--- config.mk ---
export PLATFORM = sky130hd
export DESIGN_NAME = glitc_trigger_multi
export DESIGN_NICKNAME = d
export VERILOG_FILES = /design/src/rtl/glitc_trigger_multi.sv
export SDC_FILE = /design/constraint.sdc
export NUM_CORES = 1
export LEC_CHECK = 0
export CAP_MARGIN = 10
export CORE_AREA = 2 2 186 233
export DETAILED_ROUTE_END_ITERATION = 8
export DIE_AREA = 0 0 188 235
export PLACE_DENSITY = 0.8
export SLEW_MARGIN = 40
export SYNTH_ARGS = -nofsm -noshare
export SYNTH_HDL_FRONTEND = slang
export SYNTH_SLANG_ARGS = --single-unit
export TNS_END_PERCENT = 10
--- constraint.sdc ---
create_clock -name clk_i -period 4.8 [get_ports clk_i]
set_input_delay 0.48 -clock clk_i [delete_from_list [all_inputs] [get_ports clk_i]]
set_output_delay 0.48 -clock clk_i [all_outputs]
set_load 0.005 [all_outputs]
--- src/rtl/glitc_trigger_multi.sv ---
// N-channel power-sum trigger: neighbour phi sums plus optional external GLITC power,
// per-channel threshold/mask/enable, retrigger holdoff and saturating scalers.
module glitc_trigger_multi #(
    parameter int NCHAN       = 4,
    parameter int POWERBITS   = 12,
    parameter int SCALERBITS  = 24,
    parameter int HOLDOFFBITS = 8,
    parameter int ADDRBITS    = 6
) (
    input  logic                       clk_i,
    input  logic                       rst_i,
    input  logic [NCHAN*POWERBITS-1:0] phi_power_i,
    input  logic [NCHAN*POWERBITS-1:0] ext_power_i,
    input  logic [NCHAN-1:0]           ext_valid_i,
    output logic [NCHAN-1:0]           trigger_o,
    input  logic                       hsk_update_i,
    input  logic                       user_sel_i,
    input  logic                       user_wr_i,
    input  logic [ADDRBITS-1:0]        user_addr_i,
    input  logic [31:0]                user_dat_i,
    output logic [31:0]                user_dat_o
);

    localparam int SW = POWERBITS + 2;

    function automatic logic [SCALERBITS-1:0] sat_inc(input logic [SCALERBITS-1:0] v);
        return (&v) ? v : v + SCALERBITS'(1);
    endfunction

    logic [NCHAN-1:0][SW-1:0]          thresh_r;
    logic [NCHAN-1:0]                  mask_r;
    logic [NCHAN-1:0]                  en_r;
    logic [HOLDOFFBITS-1:0]            holdoff_r;

    logic [NCHAN*POWERBITS-1:0]        phi_p0;
    logic [NCHAN*POWERBITS-1:0]        ext_p0;
    logic [NCHAN-1:0]                  evld_p0;

    logic [NCHAN-1:0][SW-1:0]          sum_nx_c;
    logic [NCHAN-1:0][SW-1:0]          sum_ex_c;
    logic [NCHAN-1:0][SW-1:0]          sum_nx_p1;
    logic [NCHAN-1:0][SW-1:0]          sum_ex_p1;

    logic [NCHAN-1:0][SW-1:0]          sum_sel;
    logic [NCHAN-1:0]                  fire;
    logic [NCHAN-1:0]                  trig_nx;
    logic [NCHAN-1:0]                  trig_p2;
    logic [NCHAN-1:0][HOLDOFFBITS-1:0] hc;

    logic [NCHAN-1:0][SCALERBITS-1:0]  cnt;
    logic [NCHAN-1:0][SCALERBITS-1:0]  scaler;

    logic                              reg_wr;
    logic [31:0]                       rd_dat;
    logic                              unused_dat;

    assign reg_wr     = user_sel_i && user_wr_i;
    assign unused_dat = ^user_dat_i;

    always_ff @(posedge clk_i) begin
        if (rst_i) begin
            for (int n = 0; n < NCHAN; n++) thresh_r[n] <= '1;
            mask_r    <= '1;
            en_r      <= '0;
            holdoff_r <= '0;
        end else if (reg_wr) begin
            for (int n = 0; n < NCHAN; n++) begin
                if (user_addr_i == ADDRBITS'(n)) begin
                    thresh_r[n] <= user_dat_i[SW-1:0];
                    mask_r[n]   <= user_dat_i[16];
                    en_r[n]     <= user_dat_i[17];
                end
            end
            if (user_addr_i == ADDRBITS'(2*NCHAN))
                holdoff_r <= user_dat_i[HOLDOFFBITS-1:0];
        end
    end

    always_comb begin
        rd_dat = '0;
        for (int n = 0; n < NCHAN; n++) begin
            if (user_addr_i == ADDRBITS'(n)) begin
                rd_dat[SW-1:0] = thresh_r[n];
                rd_dat[16]     = mask_r[n];
                rd_dat[17]     = en_r[n];
            end
            if (user_addr_i == ADDRBITS'(NCHAN + n))
                rd_dat = 32'(scaler[n]);
        end
        if (user_addr_i == ADDRBITS'(2*NCHAN))
            rd_dat = 32'(holdoff_r);
    end

    assign user_dat_o = rd_dat;

    // Stage 0: input capture
    always_ff @(posedge clk_i) begin
        if (rst_i) begin
            phi_p0  <= '0;
            ext_p0  <= '0;
            evld_p0 <= '0;
        end else begin
            phi_p0  <= phi_power_i;
            ext_p0  <= ext_power_i;
            evld_p0 <= ext_valid_i;
        end
    end

    // Both the unmasked and masked sums are carried so that the mask is applied
    // together with threshold and enable at the compare, keeping register updates atomic.
    always_comb begin
        for (int n = 0; n < NCHAN; n++) begin
            sum_nx_c[n] = SW'(phi_p0[n*POWERBITS +: POWERBITS])
                        + SW'(phi_p0[((n+1) % NCHAN)*POWERBITS +: POWERBITS]);
            sum_ex_c[n] = sum_nx_c[n]
                        + (evld_p0[n] ? SW'(ext_p0[n*POWERBITS +: POWERBITS]) : SW'(0));
        end
    end

    // Stage 1: sums
    always_ff @(posedge clk_i) begin
        if (rst_i) begin
            sum_nx_p1 <= '0;
            sum_ex_p1 <= '0;
        end else begin
            sum_nx_p1 <= sum_nx_c;
            sum_ex_p1 <= sum_ex_c;
        end
    end

    always_comb begin
        for (int n = 0; n < NCHAN; n++) begin
            sum_sel[n] = mask_r[n] ? sum_nx_p1[n] : sum_ex_p1[n];
            fire[n]    = en_r[n] && (sum_sel[n] > thresh_r[n]);
            trig_nx[n] = fire[n] && (hc[n] == '0);
        end
    end

    // Stage 2: compare, holdoff and trigger output
    always_ff @(posedge clk_i) begin
        if (rst_i) begin
            trig_p2 <= '0;
            hc      <= '0;
        end else begin
            trig_p2 <= trig_nx;
            for (int n = 0; n < NCHAN; n++) begin
                if (trig_nx[n])
                    hc[n] <= holdoff_r;
                else if (hc[n] != '0)
                    hc[n] <= hc[n] - HOLDOFFBITS'(1);
            end
        end
    end

    assign trigger_o = trig_p2;

    // A trigger coincident with the latch strobe is counted in the new period.
    always_ff @(posedge clk_i) begin
        if (rst_i) begin
            cnt    <= '0;
            scaler <= '0;
        end else begin
            for (int n = 0; n < NCHAN; n++) begin
                if (hsk_update_i) begin
                    scaler[n] <= cnt[n];
                    cnt[n]    <= SCALERBITS'(trig_p2[n]);
                end else if (trig_p2[n]) begin
                    cnt[n]    <= sat_inc(cnt[n]);
                end
            end
        end
    end

endmodule

==> flow_metrics.tcl <==
set metrics [dict create \
    top_layer_used "met5" \
    synthAdderAreaFrac 0.0875 \
    cts_buffer_depth 3 \
    synth-xor-area-share 0.0567 \
    synth_top_area_frac 0.409 \
    worst-setup-path-type "input port to output port" \
    yosys_warnings 0 \
    ys_seq_elements 508 \
    wl_um 65800 \
    grt_remaining_overflow 0 \
    slew_viol_final 0 \
    rsz0062_at_grt "false" \
    dp_hpwl_um 49400 \
    drt-initial-drc-count 1601 \
    finalCritPeriodShare 0.874 \
    grt_max_degree 136 \
    post_cts_buffers 0 \
    syn_to_final_growth_pct 14.7 \
    synth_top_family_by_area "simple AND/OR/NAND/NOR gates" \
    postRouteAntennaNets 0 \
    clkTransAtPathRegs_ns 0.06 \
    grt_pass1_wl_um 104000 \
    wl_met3_um 3070 \
    p_leak_uw 0.0121 \
    tightestPinTransition_ns 0.844 \
    clock_latency_ns 0.60 \
    hp-class "input port to flip-flop" \
    track_usage 0.293 \
    synth_ff_type "dfxtp_1" \
    hold_buffers 0 \
    wl_per_cell_um 19.1 \
    synth-simple-area-share 0.214 \
    synth.distinct_cells 78 \
    synth_edf_count 0 \
    post-route-min-period_ns 4.19 \
    die_area_um2 44200 \
    setup_viol 0 \
    die_h_um 235 \
    worstPathMaxFanout 10 \
    cp-start-kind "input port" \
    max_slew_margin 0.438 \
    drt-vias-per-instance 5.82 \
    ys_seq_area_frac 0.409 \
    cts.sinks 508 \
    ios 179 \
    drcViolationCount 0 \
    fp.coreArea_um2 41900 \
    end_kind "output port" \
    place.gp.congestion 0.919 \
    final_layout_size_suffix_gt1_frac 0.0661 \
    cap_violations 0 \
    max-vdd-ir-drop_mv 0.250 \
    drt-met1-wl_um 25800 \
    fp.dieW_um 188 \
    stdcell_count 3450 \
    cts-root-buf "clkbuf_16" \
    synthesis.area_um2 24900 \
    first_global_vias 19645 \
    start_util 0.593 \
    synth-async-reset-ratio 0 \
    layout_commonest_cell "dfxtp_1" \
    first_pass_iters 6 \
    yosysTopAreaCell "dfxtp_1" \
    fin_setup_tns_ns 0 \
    synthCells 2751 \
    crit_required_ns 4.32 \
    p_per_area_nw_per_um2 358 \
    cts_buffers 49 \
    placed_cells 3358 \
    synth_compound_area_frac 0.126 \
    cts_resized 0 \
    hold_viol 0 \
    rows 84 \
    vias 20077 \
    n_antenna_cell 0 \
    nets 3163 \
    cts_tree "built" \
    io_buffer_count 154 \
    antenna_found_initial 1 \
    layout_common_cells "dfxtp_1 (508), nor2_1 (296), nand2_1 (192), ha_1 (161), clkdlybuf4s50_1 (152)" \
    rrSetupSlack_ns 1.17 \
    worstPathArrival_ns 3.71 \
    syn_area_per_cell_um2 9.04 \
    max_freq_mhz 238 \
    synthMuxAreaShare 0.0701 \
    synth_area_leaders "dfxtp_1 (41%), ha_1 (8.1%), mux2i_1 (4.8%), nor2_1 (4.5%), nor2b_1 (3.4%)" \
    wl_met2_um 31800 \
    status "completed" \
    skew_ns 0.0211 \
    cts-htree-levels 2 \
]
==> state kept, by name, summed over array words and instances (netlist names), 8 cells and up <==
| register | count |
|---|---|
| hc | 32 |
| phi_p0 | 48 |
| thresh_r | 56 |
| ext_p0 | 48 |
| cnt | 96 |
| scaler | 96 |
| sum_ex_p1 | 56 |
| sum_nx_p1 | 52 |
| holdoff_r | 8 |
==> Yosys cell counts (all sizes together), types with 11 or more instances <==
| master | n |
|---|---|
| and3 | 26 |
| mux2i | 118 |
| inv | 98 |
| nor3 | 71 |
| nor4 | 16 |
| buf | 36 |
| o211ai | 60 |
| nand4 | 35 |
| dfxtp | 508 |
| a211oi | 29 |
| a22oi | 12 |
| nor2b | 135 |
| a21oi | 128 |
| and4 | 16 |
| nand3 | 81 |
| nand2 | 193 |
| o21a | 13 |
| nand2b | 17 |
| or3 | 28 |
| a222oi | 27 |
| xor2 | 71 |
| ha | 161 |
| clkbuf | 92 |
| o21bai | 11 |
| a21o | 32 |
| nor2 | 297 |
| mux2 | 50 |
| and2 | 93 |
| a221oi | 15 |
| xnor2 | 90 |
| a31oi | 21 |
| o21ai | 78 |
==> area by class of cell <==
cell class              count  area (um2)
clock inverters            17         210
flip-flops and latches    508       10200
repair buffers            171        1720
clock buffers              74        1510
multi-input cells        2023       13800
well taps                 559         699
inverters                  98         368
fillers                  3234       13400
==> worst paths after layout <==
path	startpoint	to	cells after the start
hold / removal	rst_i	phi_p0[22]	2
setup / recovery	user_addr_i[0]	user_dat_o[4]	8
hold reg to reg	cnt[55]	cnt[55]	2
setup reg to reg	phi_p0[36]	sum_ex_p1[54]	13
==> logic make-up (layout without fill, tap and decap cells) <==
logic type	after synthesis	count (layout)
AND/OR/NAND/NOR	1047	1047
adder cells (fa/ha/maj)	169	169
flip-flops	508	508
other	1	8
buffers and inverters	227	360
multiplexers	168	168
AO/OA/AOI/OAI	470	470
XOR/XNOR	161	161
==> metal layers <==
metal,vias to the layer above,global-route usage
met5,-,0
met4,2,0.204
met3,194,0.0355
met2,670,0.510
met1,9379,0.334
li1,9832,-
==> stage by stage <==
stage,hold WS [ns],worst slack (ns),cell area [um2],util,total power [uW]
after global placement,0.471,0.690,26700,0.637,6130
final,0.265,0.606,28500,0.680,10200
after detailed placement,0.483,0.658,26800,0.639,6210
after CTS,0.244,0.636,28500,0.680,10300
after global routing,0.280,0.553,28500,0.680,10600
after floorplan,0.445,1.70,24900,-,5800
==> worst max-delay path: stages <==
cell and delay, ns:
clkdlybuf4s50_1 0.57, or4_4 0.53, or3b_1 0.56, nand3_2 0.21, a221oi_1 0.08, and3_1 0.18
a211oi_1 0.49, clkdlybuf4s50_1 0.61
==> report_power, final <==
| part | internal [uW] | switching (uW) | total (uW) |
|---|---|---|---|
| sequential | 4450 | 153 | 4600 |
| clock | 2400 | 1670 | 4060 |
| combinational | 712 | 841 | 1550 |
| total | 7560 | 2660 | 10200 |
(Power assumes the default switching activity.)
